--- config.mk ---
export PLATFORM = sky130hd
export DESIGN_NAME = bin2bcd_seq_flat
export DESIGN_NICKNAME = d
export VERILOG_FILES = /design/src/rtl/bin2bcd_pkg.sv /design/src/rtl/bin2bcd_if.sv /design/src/rtl/bin2bcd_dabble_step.sv /design/src/rtl/bin2bcd_seq.sv /design/src/flat_wrapper.sv
export SDC_FILE = /design/constraint.sdc
export NUM_CORES = 1
export LEC_CHECK = 0
export CAP_MARGIN = 0
export CORE_MARGIN = 2
export CORE_UTILIZATION = 55
export DETAILED_ROUTE_END_ITERATION = 16
export HOLD_SLACK_MARGIN = 0.1
export PLACE_DENSITY = 0.76
export SYNTH_ARGS = -nofsm -noshare
export SYNTH_HDL_FRONTEND = slang
export SYNTH_SLANG_ARGS = --single-unit
--- constraint.sdc ---
create_clock -name clk -period 1.85 [get_ports clk]
set_input_delay 0.37 -clock clk [delete_from_list [all_inputs] [get_ports clk]]
set_output_delay 0.37 -clock clk [all_outputs]
set_load 0.005 [all_outputs]
--- src/rtl/bin2bcd_pkg.sv ---
// Shared types and constants for the sequential binary-to-BCD converter.
package bin2bcd_pkg;

    typedef enum logic [1:0] {
        IDLE,
        CONVERT,
        EMIT
    } state_t;

    localparam int DIG_W       = 4;
    localparam int ADD3_THRESH = 5;

    function automatic longint unsigned pow10(input int n);
        longint unsigned r;
        r = 1;
        for (int i = 0; i < n; i++) r = r * 10;
        return r;
    endfunction

endpackage

--- src/rtl/bin2bcd_if.sv ---
// Handshake bundle: binary word in, BCD digit stream out.
interface bin2bcd_if import bin2bcd_pkg::*; #(
    parameter int BIN_W = 8
) ();
    logic             in_valid;
    logic             in_ready;
    logic [BIN_W-1:0] bin_in;
    logic             dig_valid;
    logic             dig_ready;
    logic [DIG_W-1:0] dig;
    logic             dig_last;
    logic             ovf;

    modport master (
        output in_valid, bin_in, dig_ready,
        input  in_ready, dig_valid, dig, dig_last, ovf
    );

    modport slave (
        input  in_valid, bin_in, dig_ready,
        output in_ready, dig_valid, dig, dig_last, ovf
    );
endinterface

--- src/rtl/bin2bcd_dabble_step.sv ---
// One double-dabble iteration: add 3 to every digit >= 5, then shift left taking bit_in.
module bin2bcd_dabble_step import bin2bcd_pkg::*; #(
    parameter int DIGITS = 3
) (
    input  logic [DIG_W*DIGITS-1:0] bcd_in,
    input  logic                    bit_in,
    output logic [DIG_W*DIGITS-1:0] bcd_out
);
    logic [DIG_W*DIGITS-1:0] adj;

    always_comb begin
        adj = bcd_in;
        for (int i = 0; i < DIGITS; i++) begin
            if (bcd_in[i*DIG_W +: DIG_W] >= DIG_W'(ADD3_THRESH))
                adj[i*DIG_W +: DIG_W] = bcd_in[i*DIG_W +: DIG_W] + 4'd3;
        end
    end

    // Carry out of the top digit falls off here.
    assign bcd_out = {adj[DIG_W*DIGITS-2:0], bit_in};
endmodule

--- src/rtl/bin2bcd_seq.sv ---
// Sequential binary-to-BCD converter, digits streamed MS first.
// Optional saturation to all-9s on overflow: define BIN2BCD_SAT_EN.
module bin2bcd_seq import bin2bcd_pkg::*; #(
    parameter int BIN_W  = 8,
    parameter int DIGITS = 3
) (
    input  logic      clk,
    input  logic      rst_n,
    bin2bcd_if.slave  bus
);
    localparam int BCD_W = DIG_W * DIGITS;
    localparam int CNT_W = $clog2(BIN_W + 1);
    localparam int IDX_W = (DIGITS > 1) ? $clog2(DIGITS) : 1;
    localparam logic [CNT_W-1:0] LAST_STEP = CNT_W'(BIN_W - 1);
    localparam logic [IDX_W-1:0] TOP_IDX   = IDX_W'(DIGITS - 1);

    state_t             state_q, state_d;
    logic [BIN_W-1:0]   bin_q, bin_d;
    logic [BCD_W-1:0]   bcd_q, bcd_d, bcd_step;
    logic [CNT_W-1:0]   cnt_q, cnt_d;
    logic [IDX_W-1:0]   idx_q, idx_d;
    logic [DIG_W-1:0]   dig_q, dig_d;
    logic               in_ready_q, in_ready_d;
    logic               dig_valid_q, dig_valid_d;
    logic               dig_last_q, dig_last_d;
    logic               ovf_q, ovf_d;
    logic               ovf_in;

    bin2bcd_dabble_step #(.DIGITS(DIGITS)) u_step (
        .bcd_in  (bcd_q),
        .bit_in  (bin_q[BIN_W-1]),
        .bcd_out (bcd_step)
    );

`ifdef BIN2BCD_SAT_EN
    localparam logic [63:0] SAT_LIMIT = 64'(pow10(DIGITS) - 1);
    assign ovf_in = (64'(bus.bin_in) > SAT_LIMIT);
`else
    assign ovf_in = 1'b0;
`endif

    function automatic logic [DIG_W-1:0] pick(input logic [BCD_W-1:0] b,
                                              input logic [IDX_W-1:0] i,
                                              input logic             sat);
        return sat ? 4'd9 : b[i*DIG_W +: DIG_W];
    endfunction

    always_comb begin
        state_d     = state_q;
        bin_d       = bin_q;
        bcd_d       = bcd_q;
        cnt_d       = cnt_q;
        idx_d       = idx_q;
        dig_d       = dig_q;
        in_ready_d  = in_ready_q;
        dig_valid_d = dig_valid_q;
        dig_last_d  = dig_last_q;
        ovf_d       = ovf_q;
        case (state_q)
            IDLE: begin
                if (bus.in_valid && in_ready_q) begin
                    state_d    = CONVERT;
                    bin_d      = bus.bin_in;
                    bcd_d      = '0;
                    cnt_d      = '0;
                    ovf_d      = ovf_in;
                    in_ready_d = 1'b0;
                end else begin
                    in_ready_d = 1'b1;
                end
            end
            CONVERT: begin
                bin_d = bin_q << 1;
                bcd_d = bcd_step;
                cnt_d = cnt_q + 1'b1;
                // Present the MS digit on the same edge as the final step.
                if (cnt_q == LAST_STEP) begin
                    state_d     = EMIT;
                    idx_d       = TOP_IDX;
                    dig_valid_d = 1'b1;
                    dig_d       = pick(bcd_step, TOP_IDX, ovf_q);
                    dig_last_d  = (DIGITS == 1);
                end
            end
            EMIT: begin
                if (bus.dig_ready) begin
                    if (idx_q == '0) begin
                        state_d     = IDLE;
                        dig_valid_d = 1'b0;
                        dig_last_d  = 1'b0;
                        in_ready_d  = 1'b1;
                    end else begin
                        idx_d      = idx_q - 1'b1;
                        dig_d      = pick(bcd_q, idx_q - 1'b1, ovf_q);
                        dig_last_d = (idx_q == IDX_W'(1));
                    end
                end
            end
            default: state_d = IDLE;
        endcase
    end

    always_ff @(posedge clk) begin
        if (!rst_n) begin
            state_q     <= IDLE;
            bin_q       <= '0;
            bcd_q       <= '0;
            cnt_q       <= '0;
            idx_q       <= '0;
            dig_q       <= '0;
            in_ready_q  <= 1'b0;
            dig_valid_q <= 1'b0;
            dig_last_q  <= 1'b0;
            ovf_q       <= 1'b0;
        end else begin
            state_q     <= state_d;
            bin_q       <= bin_d;
            bcd_q       <= bcd_d;
            cnt_q       <= cnt_d;
            idx_q       <= idx_d;
            dig_q       <= dig_d;
            in_ready_q  <= in_ready_d;
            dig_valid_q <= dig_valid_d;
            dig_last_q  <= dig_last_d;
            ovf_q       <= ovf_d;
        end
    end

    assign bus.in_ready  = in_ready_q;
    assign bus.dig_valid = dig_valid_q;
    assign bus.dig       = dig_q;
    assign bus.dig_last  = dig_last_q;
    assign bus.ovf       = ovf_q;
endmodule

--- src/flat_wrapper.sv ---
// flat-port wrapper written by rule: the top's interface ports become plain ports
module bin2bcd_seq_flat import bin2bcd_pkg::*;
#(
    parameter int BIN_W  = 8,
    parameter int DIGITS = 3
)
  (clk, rst_n, bus_in_valid, bus_bin_in, bus_dig_ready, bus_in_ready, bus_dig_valid, bus_dig, bus_dig_last, bus_ovf);
  bin2bcd_if #(.BIN_W(BIN_W)) bus_i ();
  input  logic clk;
  input  logic rst_n;
  input wire logic [$bits(bus_i.in_valid)-1:0] bus_in_valid;
  input wire logic [$bits(bus_i.bin_in)-1:0] bus_bin_in;
  input wire logic [$bits(bus_i.dig_ready)-1:0] bus_dig_ready;
  output wire logic [$bits(bus_i.in_ready)-1:0] bus_in_ready;
  output wire logic [$bits(bus_i.dig_valid)-1:0] bus_dig_valid;
  output wire logic [$bits(bus_i.dig)-1:0] bus_dig;
  output wire logic [$bits(bus_i.dig_last)-1:0] bus_dig_last;
  output wire logic [$bits(bus_i.ovf)-1:0] bus_ovf;
  assign bus_i.in_valid = bus_in_valid;
  assign bus_i.bin_in = bus_bin_in;
  assign bus_i.dig_ready = bus_dig_ready;
  assign bus_in_ready = bus_i.in_ready;
  assign bus_dig_valid = bus_i.dig_valid;
  assign bus_dig = bus_i.dig;
  assign bus_dig_last = bus_i.dig_last;
  assign bus_ovf = bus_i.ovf;
  bin2bcd_seq #(.BIN_W(BIN_W), .DIGITS(DIGITS)) u_core (.clk(clk), .rst_n(rst_n), .bus(bus_i));
endmodule
==> flow_metrics.tcl <==
set metrics [dict create \
    r2r_cells 7 \
    path_max_fanout 3 \
    syn-mean-instance-area_um2 8.42 \
    yosysWarnings 0 \
    drt_iter0_drc 82 \
    cp_slowest_stage_delay_ps 380 \
    cts_root_buf "clkbuf_4" \
    min_to "u_core.bus.dig[0]$_SDFFE_PN0P_" \
    wl_per_cell_um 12.7 \
    hp-class "reg -> reg" \
    cp-start-kind "flip-flop" \
    rows 21 \
    max_freq_mhz 598 \
    cts_buffer_depth 2 \
    drt_pre_antenna_iters 4 \
    maxCapViolations 0 \
    die_y_um 62.9 \
    r2r_end "u_core.bus.dig[2]$_SDFFE_PN0P_" \
    outcome "complete, no violations" \
    io_buffers 18 \
    die_width_um 62.9 \
    ys.flop_type "dfxtp_1" \
    cts_tree "built" \
    seq_power_share_pct 57.3 \
    critPathSlowestCell "dfxtp_1" \
    start_util_pct 57.3 \
    clockPowerShare_pct 30.6 \
    gr-total-overflow 0 \
    path_buf_inv 1 \
    area_growth_syn_to_layout_pct 17.9 \
    layout-drive-gt1-share_pct 10.7 \
    hold_buffers 0 \
    cts_made_buffers 5 \
    crit_chain "inv_1 -> ha_1 -> nand2b_1 -> a21oi_1 -> mux2i_1 -> o211ai_1 -> a21boi_1" \
    vias 1654 \
    placed_area_um2 2200 \
    grt_pass1_wl_um 6820 \
    drc 0 \
    wl_um 3800 \
    synth-seq-cells 35 \
    syn_inst 227 \
    p_sw_share_pct 25.4 \
    regToRegSetupSlack_ps 180 \
    post-cts-setup-buffers 0 \
    grt_pass1_vias 1600 \
    crit_arrival_ps 1940 \
    leakagePower_uw 0.000937 \
    rsz0062_at_grt "false" \
    drtAntennaViolNets 0 \
    n_antenna_cell 0 \
    required_ps 2120 \
    core_area_um2 3340 \
    setup_viol 0 \
    nNetsFinal 273 \
    dp_hpwl_um 2790 \
    criticalPathCategory "reg -> reg" \
    hold_start "u_core.bus.dig[0]$_SDFFE_PN0P_" \
    clk_latency_ps 340 \
    gp_congestion 0.820 \
    viasPerCell 5.55 \
    fp.dieArea_um2 3960 \
    antenna_found_initial 0 \
    synth.distinct_cells 44 \
    slew_viol_final 0 \
    intPower_uw 1040 \
    period_needed_ps 1670 \
    fillers 291 \
    hold_violations 0 \
    grt_usage_pct 21.3 \
    ioPinCount 20 \
    fin_area_um2 2250 \
    cts_resized 0 \
    skew_ps 11.0 \
    hold_depth 2 \
    path_delay_family "compound AO/OA/AOI/OAI gates" \
    seq_area_frac_synth_pct 36.7 \
    power_frac_comb_pct 12.2 \
    min_period_over_period_pct 90.3 \
    clock-sinks 35 \
    async_flop_share_pct 0 \
    r2r-start "u_core.bcd_q[9]$_SDFFE_PN0P_" \
    syn_area_um2 1910 \
    synth-edff-count 0 \
    grt_max_degree 38 \
    syn-num-nets 248 \
    hold_ws_ps 457 \
    ir_worst_vdd_v 0.000435 \
    path_clk_slew_ps 110 \
    power.switching_uw 352 \
    end_kind "flip-flop" \
    h-tree-depth 2 \
    p_per_area_nw_per_um2 616 \
]
-- sequential cells by signal, indices dropped and copies added (netlist names) --
name,flops
u_core.bcd_q,12
u_core.bin_q,8
u_core.bus.dig,4
u_core.bus.dig_last,1
u_core.bus.dig_valid,1
u_core.bus.in_ready,1
u_core.cnt_q,4
u_core.idx_q,2
u_core.state_q,2
-- Yosys cell counts (3+ instances only) --
cell | n | share of area [%]
ha_1 | 9 | 5.9
nor3_1 | 4 | 1.0
buf_2 | 4 | 1.0
nor2b_1 | 11 | 3.6
clkbuf_1 | 8 | 1.6
xnor2_1 | 3 | 1.4
nand2_1 | 27 | 5.3
a21boi_1 | 4 | 1.6
nor2_1 | 7 | 1.4
a21oi_1 | 11 | 2.9
o211a_1 | 10 | 5.2
nand2b_1 | 4 | 1.3
o21ai_1 | 12 | 3.1
inv_1 | 8 | 1.6
dfxtp_1 | 35 | 37
a22oi_1 | 8 | 3.1
o21ai_0 | 6 | 1.6
and2_1 | 8 | 2.6
nand3_1 | 13 | 3.4
mux2i_1 | 4 | 2.1
-- placed cells by master (no fill, tap or decap), drive strengths merged, types with 3 or more instances in the layout --
cell type       n
nand2b          4
xnor2           3
o21ai          18
a21oi          11
clkbuf          6
inv             8
nand2          28
nor2            8
and2            8
clkdlybuf4s50  18
a21boi          4
ha              9
dfxtp          35
nor3            4
a22oi           8
buf            15
nor2b          11
nand3          13
mux2i           4
o211a          10
-- worst register-to-register path: cells and delay by family (launching register included) --
family / cells / cell delay [ps]
AO/OA/AOI/OAI: 3 / 530
adder cells (fa/ha/maj): 1 / 170
buffers and inverters: 1 / 90
flip-flops: 1 / 380
multiplexers: 1 / 320
AND/OR/NAND/NOR: 1 / 130
-- layout make-up --
type | count | area (um2) | share of cell area, %
inverter | 8 | 30.0 | 1.33
clock buffer | 6 | 51.3 | 2.28
tap | 46 | 57.6 | 2.55
clock inverter | 1 | 5.00 | 0.222
sequential | 35 | 701 | 31.1
multi-input combinational | 169 | 1100 | 49.0
timing repair buffer | 33 | 305 | 13.5
-- through the flow --
stage | setup TNS, ps | utilization (%) | total power (uW) | instances | worst slack, ps
after floorplan | 0 | - | 914 | 227 | 149
after global placement | 0 | 65.8 | 976 | 291 | 8.93
after detailed placement | -36.4 | 65.8 | 982 | 291 | -14.0
after CTS | 0 | 67.5 | 1410 | 298 | 190
after global routing | 0 | 67.5 | 1450 | 298 | 9.07
final | 0 | 67.5 | 1390 | 298 | 179
-- cells by family after synthesis --
group	after synthesis	synth area share (%)
other	1	0.196
xor gates and xnor gates	4	1.83
buffers and inverters	23	5.57
and+or+nand+nor	85	23.0
muxes	6	3.27
DFF	35	36.7
AOI/OAI and AO/OA	64	23.6
adders and majority gates	9	5.89
-- worst max path at each step --
stage                                 start                             end  slack, ps  cells after the start
5_1_grt        u_core.bcd_q[9]$_SDFFE_PN0P_  u_core.bus.dig[2]$_SDFFE_PN0P_          9                      7
6_report       u_core.bcd_q[9]$_SDFFE_PN0P_  u_core.bus.dig[2]$_SDFFE_PN0P_        180                      7
3_3_place_gp                   bus_in_valid    u_core.bcd_q[6]$_SDFFE_PN0P_          9                      6
4_1_cts        u_core.bcd_q[9]$_SDFFE_PN0P_  u_core.bus.dig[2]$_SDFFE_PN0P_        190                      7
2_1_floorplan  u_core.idx_q[0]$_SDFFE_PN0P_  u_core.bus.dig[1]$_SDFFE_PN0P_        150                      7
3_5_place_dp                   bus_in_valid    u_core.bcd_q[6]$_SDFFE_PN0P_        -10                      6
-- power by group through the flow --
stage | sequential (uW) | combinational, uW | clock, uW
final | 794 | 169 | 424
after global routing | 799 | 189 | 464
after CTS | 795 | 171 | 444
after detailed placement | 812 | 170 | 0
after global placement | 811 | 165 | 0
after floorplan | 810 | 104 | 0
-- metal layers --
metal | part of all wire [%] | track usage [%]
met1 | 46 | 24.8
met2 | 50 | 37.8
met3 | 3.3 | 5.95
met4 | 0.63 | 6.67
met5 | 0 | 0
(Power assumes the default switching activity.)
==> RTL change 1, RTL diff (config.mk and constraints unchanged) <==
Re-encode `state_t` (3 states) as one-hot, 3 bits wide.
--- a/src/rtl/bin2bcd_pkg.sv
+++ b/src/rtl/bin2bcd_pkg.sv
@@ -1,10 +1,10 @@
 // Shared types and constants for the sequential binary-to-BCD converter.
 package bin2bcd_pkg;
 
-    typedef enum logic [1:0] {
-        IDLE,
-        CONVERT,
-        EMIT
+    typedef enum logic [2:0] {
+        IDLE    = 3'b001,
+        CONVERT = 3'b010,
+        EMIT    = 3'b100
     } state_t;
 
     localparam int DIG_W       = 4;
Function: same outputs for any inputs over 10 cycles, from zero or initial values and one cycle with rst_n low; not proved beyond that.
==> RTL change 1 against the original RTL <==
  * Worst setup slack worse by 0.031 ns
  * Count of clock-buffer cells in the layout up 2
  * Power shrank 1.5%
  * Wire length rose by 5.3%
  * Sequential cell count rose by 1
  * Synthesized area increased by 2.6%
  * Via count grew 3.0%
  * Fmax decreased by 1.8%
  * Design area rose by 0.22%
  * Critical endpoint is now u_core.bus.dig[3]
  * Highest routed layer unchanged
==> RTL change 1: results (changes against the original RTL) <==
Run status
  – Status: finished clean

Place
  – PortBufs: 18 (unchanged)
  – DP HPWL: 2.904 mm (+4.1%)
  – Cell Area, Placed: 2200 µm² (+0.11%)
  – Placed insts: 290 (-0.34%)
  – Post-place setup slack: -0.1140 ns (-0.1000 ns)
  – Gpl congestion: 0.7941 (-3.2%)

Yosys
  – Cell variety after synth: 46 (+4.5%)
  – Synth Area in Compound Gates: 0.2439 (+0.008177)
  – Synth Instances: 230 (+1.3%)
  – Mux cell area share after synthesis: 0.02107 (-0.01167)
  – Adder-cell share of the synthesized area: 0.05747 (-0.001468)
  – Register area share after synthesis: 0.3678 (+0.001084)
  – Top post-synthesis cells by area: dfxtp_1 37%, ha_1 5.7%, nand2_1 5.6%
  – Most used standard cells in the synthesized netlist: 36 x dfxtp_1, 29 x nand2_1, 17 x nand3_1, 16 x o21ai_0
  – Post-synthesis xor/xnor area fraction: 0.01341 (-0.004927)
  – Total nets after synthesis: 251 (+1.2%)
  – Dominant synthesized flop cell: dfxtp_1

Layout
  – Layout cell share with drive strength beyond 1: 0.09127 (-0.01587)
  – Final nets: 272 (-0.37%)
  – Fill cells: 287 (-1.4%)
  – Regs by FF count: u_core.bcd_q x12, u_core.bin_q x8

Worst hold path
  – HP Class: flop to flop
  – Min-delay src: u_core.bus.dig[3]

Route
  – Met3 WL: 154 µm (+23%)
  – Drt initial violations: 84 (+2.4%)
  – Met1 WL: 2.001 mm (+14%)
  – DR WL/cell: 13.42 µm (+5.3%)
  – Vias: 1704 (+3.0%)
  – Vias per cell: 5.718 (+3.0%)
  – Metal2 WL: 1.819 mm (-3.7%)

Critical path
  – Crit path max fanout: 9 (+6)
  – WP data arrival: 1.92 ns (-0.02 ns)
  – Worst Setup SP: u_core.idx_q[1]

Global route
  – All-Layer GR Usage: 0.2179 (+0.004371)
  – First-pass GRT wire length: 6.996 mm (+2.6%)
  – Initial antenna violation count: 0 (unchanged)
  – Vias in the first global route: 1484 (-7.2%)
  – Largest net degree at the start of global routing: 26 (-32%)

Pwr
  – Flop pwr share: 0.592 (+0.019)
  – Seq group: 808 µW (+2%)
  – VDD IR max: 508.5 µV (+17%)
  – Leakage power: 0.0009281 µW (-0.99%)
  – Net Sw Frac: 0.2353 (-0.01825)
  – P_comb: 116 µW (-31%)

Clocking
  – Post-CTS sizing: 0 (unchanged)
  – Post-CTS setup buffer count: 0 (unchanged)
  – Num CTS Buffers: 5 (unchanged)
  – Insertion delay to the later sink of the worst-skew pair: 0.34 ns (about the same)
  – Clock Path Buffers: 2 (unchanged)

Timing
  – Layout Skew: 0.007674 ns (-0.003309 ns)
-- RTL change 1: area by class of cell --
class	instances	area, µm²	share of cell area
flip-flops and latches	36	720.7	0.3191
repair buffers	29	262.8	0.1163
clock buffers	8	58.81	0.02604
well taps	46	57.56	0.02548
multi-input cells	169	1121	0.4964
inverters	10	37.54	0.01662
-- RTL change 1: per-layer routing --
metal	track usage	vias to the layer above
met4	0.06793	0
met3	0.05357	2
met1	0.3080	799
li1	-	866
met2	0.3263	37
met5	0	-
-- RTL change 1: worst paths after layout --
path                  endpoint  slack, ns  depth (start not counted)
max          u_core.bus.dig[3]       0.15                          6
max reg2reg  u_core.bus.dig[3]       0.15                          6
min          u_core.bus.dig[3]       0.48                          2
min reg2reg  u_core.bus.dig[3]       0.48                          2
-- RTL change 1: critical path, cell delays in order (launching register included) --
cell     delay, ns
dfxtp_1       0.35
inv_1         0.06
ha_1          0.42
mux2_2        0.36
a22oi_1       0.14
a22o_1        0.17
o22ai_1       0.08
==> RTL change 2, RTL diff (config.mk and constraints unchanged) <==
Made on the original files. `DIGITS` is set to 3 in 3 places; all go to 2.
--- a/src/rtl/bin2bcd_dabble_step.sv
+++ b/src/rtl/bin2bcd_dabble_step.sv
@@ -1,6 +1,6 @@
 // One double-dabble iteration: add 3 to every digit >= 5, then shift left taking bit_in.
 module bin2bcd_dabble_step import bin2bcd_pkg::*; #(
-    parameter int DIGITS = 3
+    parameter int DIGITS = 2
 ) (
     input  logic [DIG_W*DIGITS-1:0] bcd_in,
     input  logic                    bit_in,
--- a/src/rtl/bin2bcd_seq.sv
+++ b/src/rtl/bin2bcd_seq.sv
@@ -2,7 +2,7 @@
 // Optional saturation to all-9s on overflow: define BIN2BCD_SAT_EN.
 module bin2bcd_seq import bin2bcd_pkg::*; #(
     parameter int BIN_W  = 8,
-    parameter int DIGITS = 3
+    parameter int DIGITS = 2
 ) (
     input  logic      clk,
     input  logic      rst_n,
--- a/src/flat_wrapper.sv
+++ b/src/flat_wrapper.sv
@@ -2,7 +2,7 @@
 module bin2bcd_seq_flat import bin2bcd_pkg::*;
 #(
     parameter int BIN_W  = 8,
-    parameter int DIGITS = 3
+    parameter int DIGITS = 2
 )
   (clk, rst_n, bus_in_valid, bus_bin_in, bus_dig_ready, bus_in_ready, bus_dig_valid, bus_dig, bus_dig_last, bus_ovf);
   bin2bcd_if #(.BIN_W(BIN_W)) bus_i ();
Formal check against the unedited RTL: no difference found for any inputs over 10 cycles, from zero or initial values and one cycle with rst_n low; that may be too few to reach the edited logic, so the function may still have changed.
==> RTL change 2 against the original RTL <==
  * Sequential cell count fell by 5
  * Power fell by 13%
  * Fmax is 1.5% higher
  * Via count shrank 21%
  * Sequential power fell by 15%
  * Final cell count fell by 26%
  * Wire length fell by 15%
  * Synthesized area fell by 19%
  * Combinational power fell by 21%
  * Core utilization decreased by 1.3 points
  * Design area down 20%
  * Count of clock-buffer cells in the layout up 1
  * Worst setup slack better by 0.025 ns
  * Critical path type unchanged
  * Highest routed layer unchanged
==> RTL change 2: results (changes against the original RTL) <==
Run status
  – Status: finished clean

Yosys
  – Synth Instances: 172 (-24%)
  – Register area share after synthesis: 0.3880 (+0.02130)
  – Synth warnings: 0 (unchanged)
  – Cell variety after synth: 42 (-4.5%)
  – Post-synthesis xor/xnor area fraction: 0.01132 (-0.007019)
  – Most used standard cells in the synthesized netlist: 30 x dfxtp_1, 16 x nand2_1, 12 x o21ai_0, 8 x nand3_1
  – Synth Area in Compound Gates: 0.2692 (+0.03344)
  – Post-synth ARST share: 0 (unchanged)
  – Mux cell area share after synthesis: 0.01455 (-0.01819)
  – Total nets after synthesis: 189 (-24%)
  – Top post-synthesis cells by area: dfxtp_1 39%, a21boi_2 4.4%, ha_1 4.0%
  – Adder-cell share of the synthesized area: 0.04042 (-0.01852)

Pwr
  – Power per cell area: 674.2 nW/µm² (+9.5%)
  – Net Sw Power: 301.3 µW (-14%)
  – Clock net power: 401 µW (-5.4%)
  – VDD IR max: 501.5 µV (+15%)
  – P_comb: 134 µW (-21%)
  – Leakage power: 0.0006187 µW (-34%)

Global route
  – Largest net degree at the start of global routing: 15 (-61%)
  – Initial antenna violation count: 0 (unchanged)
  – Vias in the first global route: 1241 (-22%)
  – All-Layer GR Usage: 0.2202 (+0.006674)
  – First-pass GRT wire length: 5.582 mm (-18%)

Route
  – DR WL/cell: 14.49 µm (+14%)
  – Final WL: 3.217 mm (-15%)
  – Drt initial violations: 60 (-27%)
  – Detailed-router iteration count before antenna repair: 4 (unchanged)
  – Vias per cell: 5.914 (+6.6%)

Critical path
  – WP data arrival: 1.91 ns (-0.03 ns)
  – Crit path max fanout: 5 (+2)

Timing
  – Final Hold Fails: 0 (unchanged)
  – Worst slew pin tran: 0.5684 ns
  – Layout Skew: 0.004145 ns (-0.006838 ns)

Clocking
  – H-tree depth: 2 (unchanged)
  – Num CTS Buffers: 5 (unchanged)
  – Insertion delay to the later sink of the worst-skew pair: 0.33 ns
  – Worst-path clk slew: 0.09 ns (-0.02 ns)
  – Clock Path Buffers: 2 (unchanged)
  – Clock root cell: clkbuf_4

Layout
  – Layout cell share with drive strength beyond 1: 0.1571 (+0.04993)
  – Final nets: 207 (-24%)
  – Regs by FF count: u_core.bcd_q x8, u_core.bin_q x8
  – Fill cells: 235 (-19%)
  – # diodes: 0 (unchanged)

Place
  – PortBufs: 18 (unchanged)
  – Cell Area, Placed: 1720 µm² (-22%)
  – DP HPWL: 2.364 mm (-15%)
  – Gpl congestion: 0.8667 (+5.7%)
  – Post-place setup slack: 0.06139 ns (+0.07535 ns)

Worst hold path
  – HP Class: flop to flop
==> RTL change 2: changes by cell type in the layout (fill, tap and decap cells not counted), sizes merged, moves of 6 or more <==
| cell | delta |
|---|---|
| buf | -10 |
| o211a | -9 |
| nor2b | -8 |
| a21boi | +13 |
| and2 | -7 |
| nand2 | -12 |
| a31oi | +6 |
==> RTL change 2: worst max-delay path: stages, from the launching register on <==
cell	delay (ns)
dfxtp_1	0.34
inv_1	0.16
ha_2	0.25
nand2b_1	0.15
a21oi_4	0.20
mux2_2	0.35
o21ai_1	0.13
==> RTL change 2: timing repair <==
action / 4_1_cts / 5_1_grt
endpoints found under the setup margin: 0 / 1
setup buffers: 0 / 0
gates resized for setup: 0 / 3
==> RTL change 2: cell families after synthesis <==
group           count (synthesis)
compound gates                 58
xor+xnor                        2
simple gates                   58
mux                             2
other cells                     1
flops                          30
buf+inv                        16
fa+ha+maj                       5
==> RTL change 2: per-layer routing <==
layer | track usage | share of wire
met1 | 0.2808 | 0.45
met2 | 0.3563 | 0.49
met3 | 0.07256 | 0.054
met4 | 0.06645 | 0.0034
met5 | 0 | 0
==> RTL change 2: area by class of cell <==
class	instances	area, µm²	area share
sequential	30	600.6	0.3347
timing repair buffer	23	217.7	0.1213
clock buffer	7	55.05	0.03068
clock inverter	1	5.005	0.002789
tap	31	38.79	0.02162
multi-input combinational	126	862.1	0.4805
inverter	4	15.01	0.008368
==> RTL change 2: worst paths after layout <==
check,start,end,slack (ns),cells after the start
worst max-delay path,u_core.bcd_q[4],u_core.bcd_q[6],0.20,6
worst min-delay path,u_core.bus.dig_last,u_core.bus.dig_last,0.45,2
worst max register to register,u_core.bcd_q[4],u_core.bcd_q[6],0.20,6
worst min register to register,u_core.bus.dig_last,u_core.bus.dig_last,0.45,2
